File: config.mk
export PLATFORM = sky130hd
export DESIGN_NAME = exc_sequencer
export DESIGN_NICKNAME = d
export VERILOG_FILES = /design/src/rtl/exc_sequencer.sv
export SDC_FILE = /design/constraint.sdc
export NUM_CORES = 1
export LEC_CHECK = 0
export ABC_AREA = 0
export BUFFER_PORTS_ARGS = -buffer_cell sky130_fd_sc_hd__buf_2
export CORE_AREA = 2 2 110 112
export DETAILED_ROUTE_END_ITERATION = 10
export DIE_AREA = 0 0 112 114
export PLACE_DENSITY = 0.69
export SLEW_MARGIN = 20
export SYNTH_ARGS = -nofsm -noshare
export SYNTH_HDL_FRONTEND = slang
export SYNTH_SLANG_ARGS = --single-unit
File: constraint.sdc
create_clock -name clk -period 2.2 [get_ports clk]
set_clock_uncertainty 0.1 [all_clocks]
set_input_delay 0.44 -clock clk [delete_from_list [all_inputs] [get_ports clk]]
set_output_delay 0.44 -clock clk [all_outputs]
set_load 0.1 [all_outputs]
File: src/rtl/exc_sequencer.sv
// Exception/interrupt sequencer for the MIPS32 CP0 block: detects IRQ/SYSCALL/ERET at MEM,
// walks the EPC/Cause/Status writes over the shared CP0 write port, then flushes and redirects.
module exc_sequencer #(
    parameter logic [31:0] VECTOR_OFFSET = 32'h0000_0180
) (
    input  logic        clk,
    input  logic        rst,
    input  logic [5:0]  hw_int,
    input  logic        inst_valid,
    input  logic        exc_syscall,
    input  logic        exc_eret,
    input  logic [31:0] exc_pc,
    input  logic        in_delay_slot,
    input  logic        mtc0_we,
    input  logic [4:0]  mtc0_addr,
    input  logic [31:0] mtc0_data,
    input  logic [31:0] cp0_status,
    input  logic [31:0] cp0_cause,
    input  logic [31:0] cp0_epc,
    input  logic [31:0] cp0_ebase,
    output logic        cp0_we,
    output logic [4:0]  cp0_waddr,
    output logic [31:0] cp0_wdata,
    output logic        stall,
    output logic        flush,
    output logic        new_pc_valid,
    output logic [31:0] new_pc
);

    localparam logic [4:0] AddrStatus = 5'd12;
    localparam logic [4:0] AddrCause  = 5'd13;
    localparam logic [4:0] AddrEpc    = 5'd14;

    typedef enum logic [2:0] {StIdle, StWEpc, StWCause, StWStatus, StRedirect} state_e;

    state_e      state_q, state_d;
    logic [31:0] pc_q;
    logic        bd_q;
    logic [4:0]  code_q;
    logic        eret_q;
    logic        epc_run_q;

    logic int_pend, sys_ev, eret_ev, exc_ev, event_det;
    logic cause_bd;
    logic unused_cause;

    assign unused_cause = ^cp0_cause[6:0];

    assign int_pend  = inst_valid & cp0_status[0] & ~cp0_status[1]
                       & (|(hw_int & cp0_status[15:10]));
    assign sys_ev    = inst_valid & exc_syscall;
    assign eret_ev   = inst_valid & exc_eret;
    assign exc_ev    = int_pend | sys_ev;
    assign event_det = exc_ev | eret_ev;

    always_ff @(posedge clk) begin
        if (rst) begin
            state_q <= StIdle;
        end else begin
            state_q <= state_d;
        end
    end

    // Event context is captured once in IDLE; later re-presentations while stalled are ignored.
    always_ff @(posedge clk) begin
        if (rst) begin
            pc_q      <= 32'd0;
            bd_q      <= 1'b0;
            code_q    <= 5'd0;
            eret_q    <= 1'b0;
            epc_run_q <= 1'b0;
        end else if (state_q == StIdle && event_det) begin
            pc_q      <= exc_pc;
            bd_q      <= in_delay_slot;
            code_q    <= int_pend ? 5'd0 : 5'd8;
            eret_q    <= ~exc_ev;
            epc_run_q <= exc_ev & ~cp0_status[1];
        end
    end

    always_comb begin
        state_d = state_q;
        case (state_q)
            StIdle: begin
                if (exc_ev) begin
                    state_d = cp0_status[1] ? StWCause : StWEpc;
                end else if (eret_ev) begin
                    state_d = StWStatus;
                end
            end
            StWEpc:     state_d = StWCause;
            StWCause:   state_d = StWStatus;
            StWStatus:  state_d = StRedirect;
            StRedirect: state_d = StIdle;
            default:    state_d = StIdle;
        endcase
    end

    // Nested exceptions skip EPC, so BD must keep whatever Cause already holds.
    assign cause_bd = epc_run_q ? bd_q : cp0_cause[31];

    always_comb begin
        cp0_we       = 1'b0;
        cp0_waddr    = 5'd0;
        cp0_wdata    = 32'd0;
        stall        = 1'b0;
        flush        = 1'b0;
        new_pc_valid = 1'b0;
        new_pc       = 32'd0;
        case (state_q)
            StIdle: begin
                if (event_det) begin
                    stall = 1'b1;
                end else begin
                    cp0_we    = mtc0_we;
                    cp0_waddr = mtc0_addr;
                    cp0_wdata = mtc0_data;
                end
            end
            StWEpc: begin
                stall     = 1'b1;
                cp0_we    = 1'b1;
                cp0_waddr = AddrEpc;
                cp0_wdata = bd_q ? pc_q - 32'd4 : pc_q;
            end
            StWCause: begin
                stall     = 1'b1;
                cp0_we    = 1'b1;
                cp0_waddr = AddrCause;
                cp0_wdata = {cause_bd, cp0_cause[30:7], code_q, 2'b00};
            end
            StWStatus: begin
                stall     = 1'b1;
                cp0_we    = 1'b1;
                cp0_waddr = AddrStatus;
                cp0_wdata = eret_q ? (cp0_status & ~32'h2) : (cp0_status | 32'h2);
            end
            StRedirect: begin
                stall        = 1'b1;
                flush        = 1'b1;
                new_pc_valid = 1'b1;
                new_pc       = eret_q ? cp0_epc : cp0_ebase + VECTOR_OFFSET;
            end
            default: begin
                stall = 1'b0;
            end
        endcase
    end

endmodule

==> reports/results.ini <==
[route]
drt_pass1_iterations = 11
via_per_inst = 5.81
wl_per_cell_um = 22.8
vias = 6429
ant_nets = 0
drc = 0
drtIter0Drc = 789
wirelength_um = 25300

[sta]
drv_slew = 0
finalCriticalPeriod_ns = 2.84
worstMarginPinSlew_ns = 0.468
rsz0062_at_grt = yes
setup_viol = 57
final_hold_viol_count = 0
slew_headroom_pct = 68.8
fin_crit_sh_pct = 129
setup_tns_ns = -18.53
hold_slack_ns = 0.281
setup_ws_ns = -0.637
max_freq_mhz = 352

[global_routing]
grt_overflow = 0
grt_util_all_layers_pct = 34.8
grt_start_max_net_pins = 39
grt_pass1_vias = 6621
antenna_found_initial = 1
grt_pass1_wl_um = 35300

[placement]
place_inst = 1063
dp_hpwl_um = 15900
postPlaceCellArea_um2 = 8300
gp_congestion = 0.978
portBuffers = 275

[critical_path]
path_class = flip-flop to output pin
r2r_slack_ns = 0.52
end_kind = output pin
crit_chain = buf_4, nor2_1, buf_4, nand3b_4, buf_4, nor3b_2, xor2_1, a221o_4, buf_12
slowest_stage = a221o_4
cp-start-kind = flip-flop
cp.required_ns = 1.66
path_max_fanout = 6
reg2regPathDepth = 7
crit_top_cell = buf_4
critPathMaxStageDelay_ns = 0.39
arrival_ns = 2.30

[floorplanning]
die_area_um2 = 12800
io_pins = 283
fp.dieH_um = 114
die_w_um = 112
core.rowCount = 40
coreArea_um2 = 11700
start_util_pct = 31.6

[min_path]
hold_path.class = input port to flip-flop
holdPathStages = 3

[final_layout]
fillers = 617
regArea_um2 = 806
final_cell_count_no_fill = 1107
final_util_pct = 83.8
fin_area_um2 = 9820
syn2layout_area_growth_pct = 165
nets = 1171
drive_above_1_share_pct = 70.2
multi_input_area_um2 = 4280

[yosys]
synth_nets = 744
syn_inst = 532
yosysSeqAreaShare_pct = 21.1
avgSynthCellArea_um2 = 6.95
syn_area_um2 = 3700
ys_warn_count = 0
async_reset_ff_share_pct = 0
synth_edf_count = 0
synthFlopType = dfxtp_1
ys_types = 57
ys_ff_latch = 39

[clocking]
holdBufCountCts = 0
clk_latency_ns = 0.28
clk_pin_slew_ns = 0.06
cts_tree = done
cts_sinks = 39
root_buffer = clkbuf_16
numCtsBuffers = 5
clock_path_buffers = 2
htree_levels = 2

[power]
peakVddDrop_v = 0.000701
leakage_nw = 4.08
powerDensity_nw_per_um2 = 725

[status]
violations = setup timing
status = finished with violations

[run]
maxCapViolCount = 0

[metrics by stage]
stage          setup slack (ns)  power (mW)
2_1_floorplan            -0.498        3.65
4_1_cts                  -0.529        6.82
5_1_grt                  -0.632        7.29
3_3_place_gp             -0.326        5.49
3_5_place_dp             -0.371        5.58
6_report                 -0.637        7.12
[layer usage]
layer	wire length [um]	GRT usage [%]	vias up
li1	-	-	2784
met3	2270	6.43	112
met1	8610	39.2	3036
met4	1330	15.2	0
met2	13100	64.3	497
met5	0	0	-
[what timing repair did]
item,4_1_cts,5_1_grt
setup buffers,26,11
resized for setup,149,73
endpoints found under the setup margin,71,66
pin swaps,65,50
gates cloned,5,3
[state kept, by name, indices dropped and copies added, names as in the netlist]
| register | count |
|---|---|
| state_q | 3 |
| code_q | 1 |
| pc_q | 32 |
| eret_q | 1 |
| bd_q | 1 |
| epc_run_q | 1 |
[synthesized netlist by cell type (3+ instances only)]
| cell | count | share of area (%) |
|---|---|---|
| nor3_1 | 15 | 2.0 |
| or3_1 | 5 | 0.85 |
| o21ai_1 | 14 | 1.9 |
| xor2_1 | 29 | 6.9 |
| a222oi_1 | 22 | 6.0 |
| and2_1 | 5 | 0.85 |
| nand2_1 | 97 | 9.8 |
| a22o_1 | 3 | 0.71 |
| nand4_1 | 7 | 1.2 |
| nor4_1 | 3 | 0.51 |
| nand3_1 | 16 | 2.2 |
| a22oi_1 | 5 | 1.0 |
| nand3b_1 | 4 | 0.81 |
| a21oi_1 | 66 | 8.9 |
| and4_1 | 3 | 0.71 |
| dfxtp_1 | 39 | 21 |
| and3_1 | 3 | 0.51 |
| clkbuf_1 | 29 | 2.9 |
| nand4_2 | 3 | 1.0 |
| inv_1 | 10 | 1.0 |
| nor2_1 | 41 | 4.2 |
| nor3b_1 | 3 | 0.61 |
| xnor2_1 | 17 | 4.0 |
| nor4_2 | 4 | 1.4 |
| buf_2 | 5 | 0.68 |
| a221o_1 | 5 | 1.4 |
| o21ai_0 | 25 | 3.4 |
| nor2b_1 | 3 | 0.51 |
| mux2i_1 | 13 | 3.5 |
| nand2b_1 | 5 | 0.85 |
[final timing paths]
path	from	end
min reg2reg	pc_q[0]	pc_q[0]
max	pc_q[2]	cp0_wdata[15]
max reg2reg	state_q[0]	pc_q[23]
min	exc_pc[5]	pc_q[5]
[layout by cell type, fill, tap and decap left out, types with 12 or more instances in the layout]
| cell type | count |
|---|---|
| o21ai_4 | 18 |
| o21ai_0 | 12 |
| nand2_1 | 80 |
| buf_6 | 42 |
| buf_4 | 131 |
| a21oi_4 | 23 |
| nor2_4 | 18 |
| a21oi_1 | 39 |
| nand2_4 | 12 |
| xor2_2 | 17 |
| dfxtp_1 | 27 |
| mux2i_1 | 13 |
| buf_12 | 85 |
| a222oi_1 | 22 |
| nor2_1 | 23 |
| buf_2 | 185 |
[cell type report]
| cell class | instances | area share, % |
|---|---|---|
| clock inverters | 2 | 0.382 |
| well taps | 147 | 1.87 |
| repair inverters | 3 | 0.306 |
| clock buffers | 5 | 1.27 |
| repair buffers | 454 | 43.7 |
| multi-input cells | 446 | 43.6 |
| inverters | 10 | 0.637 |
| diodes | 1 | 0.0255 |
| flip-flops and latches | 39 | 8.21 |
[critical path: cells and delay by family (launching register included)]
family | cells | cell delay (ns)
xor gates and xnor gates | 1 | 0.13
AOI/OAI and AO/OA | 1 | 0.39
DFF | 1 | 0.33
and+or+nand+nor | 3 | 0.47
buffers and inverters | 4 | 0.68
[report_power, final]
group / switching (mW) / total [mW] / leakage, nW / internal, mW
combinational: 3.21 / 5.39 / 3.68 / 2.18
sequential: 0.0922 / 0.880 / 0.325 / 0.788
clock: 0.318 / 0.847 / 0.0759 / 0.529
total: 3.62 / 7.12 / 4.08 / 3.50
[cell families (layout without fill, tap and decap cells)]
group	Yosys count	count (layout)	share of synthesized area [%]
buf+inv	47	474	5.14
flops	39	39	21.1
fa+ha+maj	2	2	0.676
other cells	0	1	0
compound gates	155	155	26.6
xor+xnor	46	46	10.9
simple gates	229	229	31.8
mux	14	14	3.82
Note: power is estimated with default switching activity, not from simulation.
